## config.mk

```make
export PLATFORM = sky130hd
export DESIGN_NAME = serial_bit_feeder_flat
export DESIGN_NICKNAME = d
export VERILOG_FILES = /design/src/rtl/detector_pkg.sv /design/src/rtl/serial_bit_feeder_if.sv /design/src/rtl/serial_bit_feeder.sv /design/src/flat_wrapper.sv
export SDC_FILE = /design/constraint.sdc
export NUM_CORES = 1
export LEC_CHECK = 0
export ABC_AREA = 1
export CORE_MARGIN = 4
export CORE_UTILIZATION = 52
export DETAILED_ROUTE_END_ITERATION = 10
export PLACE_DENSITY = 0.78
export SLEW_MARGIN = 20
export SYNTH_ARGS = -nofsm -noshare
export SYNTH_HDL_FRONTEND = slang
export SYNTH_SLANG_ARGS = --single-unit
```

## constraint.sdc

```tcl
create_clock -name clock -period 2.8 [get_ports clock]
set_clock_uncertainty 0.05 [all_clocks]
set_input_delay 0.42 -clock clock [delete_from_list [all_inputs] [get_ports clock]]
set_output_delay 0.42 -clock clock [all_outputs]
set_load 0.01 [all_outputs]
```

## src/rtl/detector_pkg.sv

```systemverilog
// -----------------------------------------------------------------------------
// detector_pkg
//   Definitions shared by the serial zero-detector slice: the feeder FSM state
//   encoding and the default level driven on the serial line between words.
// -----------------------------------------------------------------------------
package detector_pkg;

  // Feeder FSM encoding. The values are fixed so that waveform viewers and the
  // downstream checkers can decode the state bits directly.
  typedef enum logic [1:0] {
    S_IDLE  = 2'b00,
    S_SHIFT = 2'b01,
    S_GAP   = 2'b10
  } feeder_state_e;

  // Serial line level when no data bit is being presented.
  localparam logic IDLE_BIT_DEFAULT = 1'b0;

endpackage : detector_pkg

```

## src/rtl/serial_bit_feeder_if.sv

```systemverilog
// -----------------------------------------------------------------------------
// serial_bit_feeder_if
//   Bundles the word handshake and the serial output of serial_bit_feeder.
//   Signals:
//     data_in    [WIDTH]  parallel word, stable while data_valid is high
//     data_valid          source has a word
//     data_ready          feeder takes the word on this edge if data_valid
//     x_out               serial bit toward the detector x_in
//     bit_valid           x_out carries a live data bit
//     word_done           pulse with the LSB of each word
//     busy                feeder is not idle
//   Modports:
//     master  word source and serial sink (testbench / upstream logic)
//     slave   the feeder itself
// -----------------------------------------------------------------------------
interface serial_bit_feeder_if #(
  parameter int WIDTH = 8
) ();

  logic [WIDTH-1:0] data_in;
  logic             data_valid;
  logic             data_ready;
  logic             x_out;
  logic             bit_valid;
  logic             word_done;
  logic             busy;

  modport master (
    output data_in, data_valid,
    input  data_ready, x_out, bit_valid, word_done, busy
  );

  modport slave (
    input  data_in, data_valid,
    output data_ready, x_out, bit_valid, word_done, busy
  );

endinterface : serial_bit_feeder_if

```

## src/rtl/serial_bit_feeder.sv

```systemverilog
// -----------------------------------------------------------------------------
// serial_bit_feeder
//   Parallel-to-serial stage for the serial zero-detector FSMs. Accepts WIDTH-bit
//   words on a valid/ready handshake and shifts each one out MSB-first, one bit
//   per clock, on a registered x_out qualified by bit_valid. GAP idle cycles at
//   IDLE_BIT separate consecutive words; GAP=0 streams words back to back.
//   Ports:
//     clock  rising-edge clock
//     reset  asynchronous, active-high; drops any word in flight
//     bus    serial_bit_feeder_if.slave (handshake in, serial stream out)
// -----------------------------------------------------------------------------
module serial_bit_feeder
  import detector_pkg::*;
#(
  parameter int   WIDTH    = 8,
  parameter int   GAP      = 1,
  parameter logic IDLE_BIT = IDLE_BIT_DEFAULT
) (
  input  logic                 clock,
  input  logic                 reset,
  serial_bit_feeder_if.slave   bus
);

  localparam int CNT_W = $clog2(WIDTH);
  // gap_cnt keeps one bit even when GAP=0 so the declaration stays legal; it is
  // never loaded in that configuration.
  localparam int GAP_W = (GAP > 0) ? $clog2(GAP + 1) : 1;

  feeder_state_e    state_q,     state_d;
  logic [WIDTH-1:0] shift_q,     shift_d;
  logic [CNT_W-1:0] bit_cnt_q,   bit_cnt_d;
  logic [GAP_W-1:0] gap_cnt_q,   gap_cnt_d;
  logic             x_out_q,     x_out_d;
  logic             bit_valid_q, bit_valid_d;
  logic             word_done_q, word_done_d;

  logic data_ready;
  logic accept;

  // Ready in IDLE, and on the last bit of a word when there is no gap so the
  // next word's MSB follows the current LSB with no bubble.
  assign data_ready = (state_q == S_IDLE) ||
                      ((state_q == S_SHIFT) && (bit_cnt_q == '0) && (GAP == 0));
  assign accept     = bus.data_valid && data_ready;

  // bit_cnt_q counts the bits still to be presented after the one on x_out, so
  // it reaches 0 while the LSB is on the line and the reload/exit decision is
  // taken there.
  always_comb begin
    // NOTE: every signal written here gets a default first; a path that leaves
    // one unassigned would make synthesis infer a latch to hold its old value.
    state_d     = state_q;
    shift_d     = shift_q;
    bit_cnt_d   = bit_cnt_q;
    gap_cnt_d   = gap_cnt_q;
    x_out_d     = IDLE_BIT;
    bit_valid_d = 1'b0;
    word_done_d = 1'b0;

    unique case (state_q)
      S_IDLE: ;  // only leaves on accept, handled below
      S_SHIFT: begin
        if (bit_cnt_q != '0) begin
          x_out_d     = shift_q[WIDTH-1];
          shift_d     = shift_q << 1;
          bit_cnt_d   = bit_cnt_q - 1'b1;
          bit_valid_d = 1'b1;
          word_done_d = (bit_cnt_q == CNT_W'(1));
        end else if (GAP > 0) begin
          state_d   = S_GAP;
          gap_cnt_d = GAP_W'(GAP - 1);
        end else begin
          state_d = S_IDLE;  // overridden below if a new word is accepted
        end
      end
      S_GAP: begin
        if (gap_cnt_q == '0) state_d   = S_IDLE;
        else                 gap_cnt_d = gap_cnt_q - 1'b1;
      end
      default: state_d = S_IDLE;
    endcase

    // A new word presents its MSB on the very edge it is accepted.
    if (accept) begin
      state_d     = S_SHIFT;
      x_out_d     = bus.data_in[WIDTH-1];
      shift_d     = bus.data_in << 1;
      bit_cnt_d   = CNT_W'(WIDTH - 1);
      bit_valid_d = 1'b1;
      word_done_d = 1'b0;
    end
  end

  always_ff @(posedge clock or posedge reset) begin
    if (reset) begin
      state_q     <= S_IDLE;
      shift_q     <= '0;
      bit_cnt_q   <= '0;
      gap_cnt_q   <= '0;
      x_out_q     <= IDLE_BIT;
      bit_valid_q <= 1'b0;
      word_done_q <= 1'b0;
    end else begin
      // NOTE: non-blocking assignments here so every flop samples the values
      // from before this edge, independent of statement order.
      state_q     <= state_d;
      shift_q     <= shift_d;
      bit_cnt_q   <= bit_cnt_d;
      gap_cnt_q   <= gap_cnt_d;
      x_out_q     <= x_out_d;
      bit_valid_q <= bit_valid_d;
      word_done_q <= word_done_d;
    end
  end

  assign bus.data_ready = data_ready;
  assign bus.x_out      = x_out_q;
  assign bus.bit_valid  = bit_valid_q;
  assign bus.word_done  = word_done_q;
  assign bus.busy       = (state_q != S_IDLE);

endmodule : serial_bit_feeder

```

## src/flat_wrapper.sv

```systemverilog
// flat-port wrapper written by rule: the top's interface ports become plain ports
module serial_bit_feeder_flat import detector_pkg::*;
#(
  parameter int   WIDTH    = 8,
  parameter int   GAP      = 1,
  parameter logic IDLE_BIT = IDLE_BIT_DEFAULT
)
  (clock, reset, bus_data_in, bus_data_valid, bus_data_ready, bus_x_out, bus_bit_valid, bus_word_done, bus_busy);
  serial_bit_feeder_if #(.WIDTH(WIDTH)) bus_i ();
  input  logic clock;
  input  logic reset;
  input wire logic [$bits(bus_i.data_in)-1:0] bus_data_in;
  input wire logic [$bits(bus_i.data_valid)-1:0] bus_data_valid;
  output wire logic [$bits(bus_i.data_ready)-1:0] bus_data_ready;
  output wire logic [$bits(bus_i.x_out)-1:0] bus_x_out;
  output wire logic [$bits(bus_i.bit_valid)-1:0] bus_bit_valid;
  output wire logic [$bits(bus_i.word_done)-1:0] bus_word_done;
  output wire logic [$bits(bus_i.busy)-1:0] bus_busy;
  assign bus_i.data_in = bus_data_in;
  assign bus_i.data_valid = bus_data_valid;
  assign bus_data_ready = bus_i.data_ready;
  assign bus_x_out = bus_i.x_out;
  assign bus_bit_valid = bus_i.bit_valid;
  assign bus_word_done = bus_i.word_done;
  assign bus_busy = bus_i.busy;
  serial_bit_feeder #(.WIDTH(WIDTH), .GAP(GAP), .IDLE_BIT(IDLE_BIT)) u_core (.clock(clock), .reset(reset), .bus(bus_i));
endmodule
```

== Word level (Yosys, flattened, before mapping) ==
Index checks and enable logic that the tools add are counted.

* Register bits after elaboration: 17
* Input port bits: 11
* Output and inout port bits: 5
* Word-level logic and storage cells: 48

* Add/subtract/negate cells: 2
* Equality and inequality tests: 7
* Multiplexer cells: 22
* Reductions and logical operators: 10

{| class="wikitable"
|+ Operators with widths
! cell !! number
|-
| 8-bit 2-to-1 mux || 3
|-
| 1-bit 2-to-1 mux || 11
|-
| 3-bit 2-to-1 mux || 3
|-
| 2-bit nonzero test || 4
|-
| 2-bit 2-to-1 mux || 3
|-
| 2-bit case mux with 3 select lines || 1
|-
| 2-bit != test, second input constant || 2
|-
| 2-bit AND reduction || 2
|-
| 3-bit by 1-bit == test with 1-bit output, second input constant || 1
|-
| 3-bit by 2-bit != test with 1-bit output, second input constant || 1
|-
| 3-bit != test, second input constant || 1
|-
| 3-bit AND reduction || 1
|-
| 3-bit nonzero test || 1
|-
| 3-bit by 1-bit subtractor with 3-bit output, second input constant || 1
|-
| 2-bit by 1-bit == test with 1-bit output, second input constant || 1
|-
| 2-bit == test, second input constant || 1
|-
| 2-bit zero test || 1
|-
| 1-bit case mux with 2 select lines || 1
|-
| 1-bit logical AND || 1
|-
| 1-bit subtractor, second input constant || 1
|}

== Depth between registers and ports, before layout ==
Gate-level depths: netlist of run 1.

* Depth after elaboration: 4
* Depth in mapped cells: 7
* Mapped depth without buffers: 7

== Worst setup path before layout of run 1 ==
No wires, ideal clock.

* Path kind: register to register
* From: reg u_core.bit_cnt_q[0]
* To: reg u_core.bit_cnt_q[1]
* Setup time: 116 ps
* Data arrival time: 1,076 ps
* Required time: 2,634 ps
* Setup slack: 1,559 ps
* Cell stages (with the launch flop): 8
* Buffers on the path: 1
* Clock period less this slack: 1,241 ps
* Cells stage by stage: dfrtp_1 -> inv_1 -> ha_1 -> nand2_2 -> nand2_4 -> buf_6 -> nor2_2 -> nor2_1

* Cells in the longest elaborated chain, start to end: 4
* Elaborated cells on any way between the ends: 7
* Those cells by class: add/sub: 1; mux: 3; reduce/logical: 3

{| class="wikitable"
|+ Ends and longest elaborated chain
! item !! line !! text
|-
| start, declared || serial_bit_feeder.sv:31 || <nowiki>logic [CNT_W-1:0] bit_cnt_q, bit_cnt_d;</nowiki>
|-
| start signal, assigned || serial_bit_feeder.sv:108 || <nowiki>bit_cnt_q <= bit_cnt_d;</nowiki>
|-
| 3-bit by 1-bit subtractor with 3-bit output || serial_bit_feeder.sv:66 || <nowiki>bit_cnt_d = bit_cnt_q - 1'b1;</nowiki>
|-
| 3-bit 2-to-1 mux || serial_bit_feeder.sv:63 || <nowiki>if (bit_cnt_q != '0) begin</nowiki>
|-
| 3-bit 2-to-1 mux || serial_bit_feeder.sv:60 || <nowiki>unique case (state_q)</nowiki>
|-
| 3-bit 2-to-1 mux || serial_bit_feeder.sv:84 || <nowiki>if (accept) begin</nowiki>
|}

Parallel ways exist; a longest one is shown, timed or not. The select of a mux whose other input is x is not followed.
A chain may end at the register's enable or synchronous reset.

== Final worst setup path of run 1 ==
* From: reg u_core.state_q[1]
* To: out bus_data_ready

* Cells in the longest elaborated chain, start to end: 1

{| class="wikitable"
|+ Ends and longest elaborated chain
! item !! line !! text
|-
| start, declared || serial_bit_feeder.sv:29 || <nowiki>feeder_state_e state_q, state_d;</nowiki>
|-
| start signal, assigned || serial_bit_feeder.sv:106 || <nowiki>state_q <= state_d;</nowiki>
|-
| 2-bit zero test || serial_bit_feeder.sv:42 || <nowiki>assign data_ready = (state_q == S_IDLE) ||</nowiki>
|-
| end, declared || flat_wrapper.sv:14 || <nowiki>output wire logic [$bits(bus_i.data_ready)-1:0] bus_data_ready;</nowiki>
|}

No other way between the ends.

==> run summary, run 1 <==
Vias per cell -> 5.17
Peak VDD IR -> 0.000678 V
PnR worst setup slack -> 859 ps
Share of cells above drive strength 1 -> 18.8%
Final worst path period share -> 69.3%
Outcome -> complete, no violations
Antenna violations before repair -> 0
# fillers -> 111
Final core utilization -> 70.0%
Top-count cell post-synth -> nand2_1
Placer congestion estimate -> 0.735
Syn_nets -> 98
Inst Count DP -> 112
DRT iter0 DRCs -> 21
CTS max path bufs -> 2
Post-synth top area cell -> dfrtp_1
Sink Count -> 15
Max Slew Vio Count -> 0
FF-to-FF path depth -> 7
Rows -> 13
Grt total ovfl -> 0
Commonest cells post-synth -> nand2_1 (21), dfrtp_1 (15), nand3_1 (12)
Async S/R FF share, synth -> 100%
Chip height -> 46.9 um
Ant. Diodes -> 0
Leakage -> 0.495 nW
Clock root cell -> clkbuf_4
Hold Vio Cnt, Final -> 0
Worst Setup End Kind -> primary output
CP startpoint kind -> flop
# hold bufs at CTS -> 0
RSZ-0062 raised after global routing -> no
Reg2Reg Launch Point -> u_core.bit_cnt_q[0]
CTS clk-pin slew, worst paths -> 90 ps
DRC violations left -> 0
Relative slew slack -> 62.7%
Maxcap violations -> 0
RR Endpoint -> u_core.bit_cnt_q[1]
Minimum clock period -> 1940 ps
Fmax -> 515 MHz
P per Cell Area -> 973 nW/um^2
Mapped Cells -> 84
Dominant synthesized flop cell -> dfrtp_1
Area share of the largest cell type after synthesis -> 47.7%
CP Launch Point -> u_core.state_q[1]
Pre-CTS setup slack -> 1150 ps
Reg2Reg Setup Slack -> 1390 ps
Critical path class -> flop to primary output
Syn. warnings -> 0
Largest net degree at the start of global routing -> 16
CTS tree -> yes
Register area share after synthesis -> 47.7%
Postcts setup bufs -> 0
FF+latch count, synth -> 15
Setup-violating endpoint count in the final report -> 0
Port Buffers -> 15
Data required time at the worst endpoint -> 2330 ps
Post-Syn Area -> 787 um^2
Library cells used by synthesis -> 16
Die width -> 46.9 um
Post-route insts no fill -> 116
Post-cts sizing count -> 0
WL final -> 1350 um
CP Max Fanout -> 6
Io pins -> 16
Cts bufs inserted -> 3
Die area -> 2200 um^2
Min-delay worst type -> input pin to async pin
Routed WL per cell -> 11.6 um
Critical path endpoint -> bus_data_ready
Final TNS setup -> 0 ps
Nets -> 116
Tightest Pin Transition -> 559 ps
Worst-skew pair later-pin latency -> 280 ps
Initial Utilization -> 57.6%
Post-route ant nets -> 0
Drt pass-1 iters -> 4
Synth Area per Inst -> 9.37 um^2
GRT Util Overall -> 14.8%
Most area-consuming cells after synthesis -> dfrtp_1 (48%), nand2_1 (10%), nand3_2 (8.9%)
DP Wirelength -> 985 um
First-pass GRT wire length -> 2310 um
P&R area growth vs syn -> 21.5%
Vias in the first global route -> 573
Worst EP arrival -> 1470 ps
H-tree depth -> 1
Post-synth EDFFs -> 0
Core Area -> 1370 um^2
Via count -> 600
[cells by family (layout without fill, tap and decap cells)]
family,Yosys count,count (layout),synth area share (%)
DFF,15,15,47.7
buffers and inverters,10,27,7.15
adders and majority gates,3,3,4.77
and+or+nand+nor,56,56,40.4
[critical path: stages (launching register included)]
cell             delay, ps
dfrtp_1                450
nor2_4                 180
clkdlybuf4s50_1        570
[how the worst min path moves through the flow]
stage,from,to,cells after the start
3_3_place_gp,u_core.bit_cnt_q[2],u_core.bit_cnt_q[2],2
6_report,reset,u_core.shift_q[5],2
4_1_cts,u_core.bit_cnt_q[2],u_core.bit_cnt_q[2],2
5_1_grt,u_core.bit_cnt_q[2],u_core.bit_cnt_q[2],2
3_5_place_dp,u_core.bit_cnt_q[2],u_core.bit_cnt_q[2],2
2_1_floorplan,reset,u_core.bit_cnt_q[0],1
[registers in the layout, summed over array words and instances, names as in the netlist]
register and flops:
u_core.bus.bit_valid 1, u_core.state_q 2, u_core.bus.x_out 1, u_core.shift_q 7, u_core.bus.word_done 1, u_core.bit_cnt_q 3
[per-layer routing]
layer  vias to the layer above  global-route usage, %  routed length (um)
met5                         -                      0                   0
met1                       273                   18.7                 649
met3                         4                   3.45                 100
met4                         0                   7.73                  26
met2                        20                   23.6                 569
li1                        303                      -                   -
[placed cells by master (no fill, tap or decap)]
cell type	count
inv_1	7
clkdlybuf4s50_1	15
nand2_4	3
ha_1	3
nand3_2	7
clkbuf_4	3
nor2_2	1
nor2_1	6
nand4_1	1
nand2_1	21
clkbuf_1	1
nor2_4	2
dfrtp_1	15
nand3_1	12
inv_2	1
nand2_2	2
nor3_1	1
[where the power goes]
part	internal (mW)	switching (mW)	leakage [nW]
clock	0.0553	0.0665	0.0150
combinational	0.187	0.266	0.294
sequential	0.303	0.0528	0.186
[metrics by stage]
stage	power [mW]	instance area [um^2]	hold WS, ps
2_1_floorplan	0.713	787	271
3_3_place_gp	0.807	930	424
3_5_place_dp	0.819	930	431
4_1_cts	0.942	956	452
5_1_grt	1.02	956	459
6_report	0.930	956	440
[final cells by class]
class	count	area, um^2	share of cell area, %
Multi-Input combinational cell	59	355	37.2
Inverter	8	30.0	3.14
Sequential cell	15	375	39.3
Clock buffer	4	26.3	2.75
Timing Repair Buffer	15	150	15.7
Tap cell	15	18.8	1.96
Power figures use the tool's default switching activity.
==> run 2, diff against run 1 <==
--- a/config.mk
+++ b/config.mk
@@ -7,9 +7,9 @@
 export LEC_CHECK = 0
 export ABC_AREA = 1
 export CORE_MARGIN = 4
-export CORE_UTILIZATION = 52
+export CORE_UTILIZATION = 44
 export DETAILED_ROUTE_END_ITERATION = 10
-export PLACE_DENSITY = 0.78
+export PLACE_DENSITY = 0.7
 export SLEW_MARGIN = 20
 export SYNTH_ARGS = -nofsm -noshare
 export SYNTH_HDL_FRONTEND = slang
==> constraint.sdc (replaced) <==
create_clock -name clock -period 1.73 [get_ports clock]
set_clock_uncertainty 0.05 [all_clocks]
set_input_delay 0.2595 -clock clock [delete_from_list [all_inputs] [get_ports clock]]
set_output_delay 0.2595 -clock clock [all_outputs]
set_load 0.01 [all_outputs]
==> run 2 against run 1 <==
Effect of this change:
- via count is 0.17% higher
- sequential power is 62% higher
- worst hold slack worse by 160 ps
- wire length is 5.3% higher
- largest power group unchanged
- largest cell class unchanged
- worst setup slack worse by 770 ps
==> run summary, run 2 (same netlist as run 1, synthesis figures left out) <==
Post-route ant nets -> 0
Relative slew slack -> 61.7%
Most flop-heavy register -> u_core.shift_q
DP Wirelength -> 1040 um
CP Max Fanout -> 3
Kind of cell adding the most delay to the critical path -> buffers and inverters
Largest net degree at the start of global routing -> 16
CTS clk-pin slew, worst paths -> 90 ps
Final worst path period share -> 95.1%
CTS max path bufs -> 2
Max Slew Vio Count -> 0
Clock root cell -> clkbuf_4
Outcome -> complete, no violations
P per Cell Area -> 1550 nW/um^2
Tightest Pin Transition -> 574 ps
Sink Count -> 15
Share of cells above drive strength 1 -> 21.4%
Most common cell after layout, fill and taps aside -> nand2_1
CTS tree -> yes
Reg2Reg Setup Slack -> 300 ps
Leakage -> 0.517 nW
RSZ-0062 raised after global routing -> no
Grt total ovfl -> 0
Ant. Diodes -> 0
Worst EP arrival -> 1330 ps
Worst-skew pair later-pin latency -> 280 ps
Final core utilization -> 57.8%
Internal power -> 894 uW
Io pins -> 16
Peak VDD IR -> 0.000904 V
Drt pass-1 iters -> 2
Die width -> 50.3 um
Chip height -> 50.3 um
GRT Util Overall -> 12.8%
Vias per cell -> 4.70
H-tree depth -> 1
Final TNS setup -> 0 ps
Critical path class -> flop to primary output
Rows -> 15
DRT iter0 DRCs -> 9
FF-to-FF path depth -> 7
Hold Vio Cnt, Final -> 0
Worst Setup End Kind -> primary output
Sw Share -> 41.5%
Sequential Power Share -> 37.6%
CP max stage delay -> 470 ps
First-pass GRT wire length -> 2410 um
Die area -> 2530 um^2
NetSw -> 634 uW
Minimum clock period -> 1640 ps
Data required time at the worst endpoint -> 1420 ps
Cts bufs inserted -> 3
WP buf/inv -> 2
Part of the power in the clock network -> 12.9%
DRC violations left -> 0
Reg2Reg Launch Point -> u_core.bit_cnt_q[0]
Port Buffers -> 15
Comb pwr share -> 49.5%
Initial Utilization -> 46.1%
Maxcap violations -> 0
WL final -> 1420 um
Biggest regs -> u_core.shift_q: 7 flops, u_core.bit_cnt_q: 3 flops, u_core.state_q: 2 flops
RR Endpoint -> u_core.bit_cnt_q[0]
Max reg flops -> 7
Nets -> 118
Cell count along the critical path -> 3
# fillers -> 163
Commonest non-fill, non-tap cells in the layout -> nand2_1 (21), clkdlybuf4s50_1 (14), dfrtp_1 (14)
Fmax -> 608 MHz
Ordered list of cells on the worst path -> nor2_4, inv_1, clkdlybuf4s50_1
Core Area -> 1710 um^2
Routed WL per cell -> 11.1 um
Setup-violating endpoint count in the final report -> 0
CP startpoint kind -> flop
Via count -> 601
Antenna violations before repair -> 0
P&R area growth vs syn -> 25.4%
Slowest CP cell -> clkdlybuf4s50_1
Min-delay worst type -> input pin to async pin
Placer congestion estimate -> 0.747
Vias in the first global route -> 575
-- run 2: changes by cell type in the layout (fill, tap and decap cells not counted), sizes merged --
| cell | before | now |
|---|---|---|
| buf | 0 | 2 |
| clkdlybuf4s50 | 15 | 14 |
| dlymetal6s2s | 0 | 1 |
-- run 2: worst max-delay path by stage --
stage | endpoint | from
after floorplan | u_core.bit_cnt_q[1] | u_core.bit_cnt_q[0]
after global placement | bus_data_ready | u_core.state_q[1]
after detailed placement | bus_data_ready | u_core.state_q[1]
after CTS | bus_data_ready | u_core.state_q[1]
after global routing | bus_busy | u_core.state_q[1]
final | bus_busy | u_core.state_q[1]
-- run 2: routing by layer --
layer	vias up	GRT usage, %	wire (um)
met5	-	0	0
met4	0	8.07	29
met3	4	3.26	85
met2	14	19.3	655
met1	278	16.2	646
li1	305	-	-
-- run 2: area by class of cell --
type                            count  area [um^2]  area share (%)
Clock buffer                        4         26.3            2.66
Timing Repair Buffer               17          168            17.0
Inverter                            8         30.0            3.04
Tap cell                           25         31.3            3.17
Sequential cell                    15          377            38.1
Multi-Input combinational cell     59          355            36.0
-- run 2: per-stage QoR --
stage | instance area (um^2) | power [mW] | setup slack [ps] | hold WS, ps | instances
finish | 987 | 1.53 | 85.6 | 277 | 128
global route | 987 | 1.67 | 3.83 | 341 | 128
CTS | 977 | 1.55 | 8.68 | 286 | 127
detailed placement | 942 | 1.34 | 251 | 442 | 122
global placement | 942 | 1.31 | 258 | 420 | 122
floorplan | 787 | 1.15 | 489 | 111 | 84
-- run 2: power by group through the flow --
| stage | Combinational [mW] | Sequential [mW] | Clock, mW |
|---|---|---|---|
| 2_1_floorplan | 0.574 | 0.580 | 0 |
| 3_3_place_gp | 0.733 | 0.577 | 0 |
| 3_5_place_dp | 0.751 | 0.586 | 0 |
| 4_1_cts | 0.766 | 0.579 | 0.202 |
| 5_1_grt | 0.860 | 0.592 | 0.218 |
| 6_report | 0.756 | 0.575 | 0.198 |
-- run 2: timing repair --
action / 4_1_cts / 5_1_grt
buffers inserted: 1 / 1
endpoints found under the hold margin: 0 / 0
pin swaps: 1 / 0
gates resized for setup: 1 / 1
hold buffers: 0 / 0
endpoints found under the setup margin: 2 / 2
==> run 3, diff against run 2 <==
--- a/config.mk
+++ b/config.mk
@@ -10,7 +10,7 @@
 export CORE_UTILIZATION = 44
 export DETAILED_ROUTE_END_ITERATION = 10
 export PLACE_DENSITY = 0.7
-export SLEW_MARGIN = 20
+export SLEW_MARGIN = 40
 export SYNTH_ARGS = -nofsm -noshare
 export SYNTH_HDL_FRONTEND = slang
 export SYNTH_SLANG_ARGS = --single-unit
==> results of run 3 <==
Final layout, timing and power as in run 2 (identical DEF).
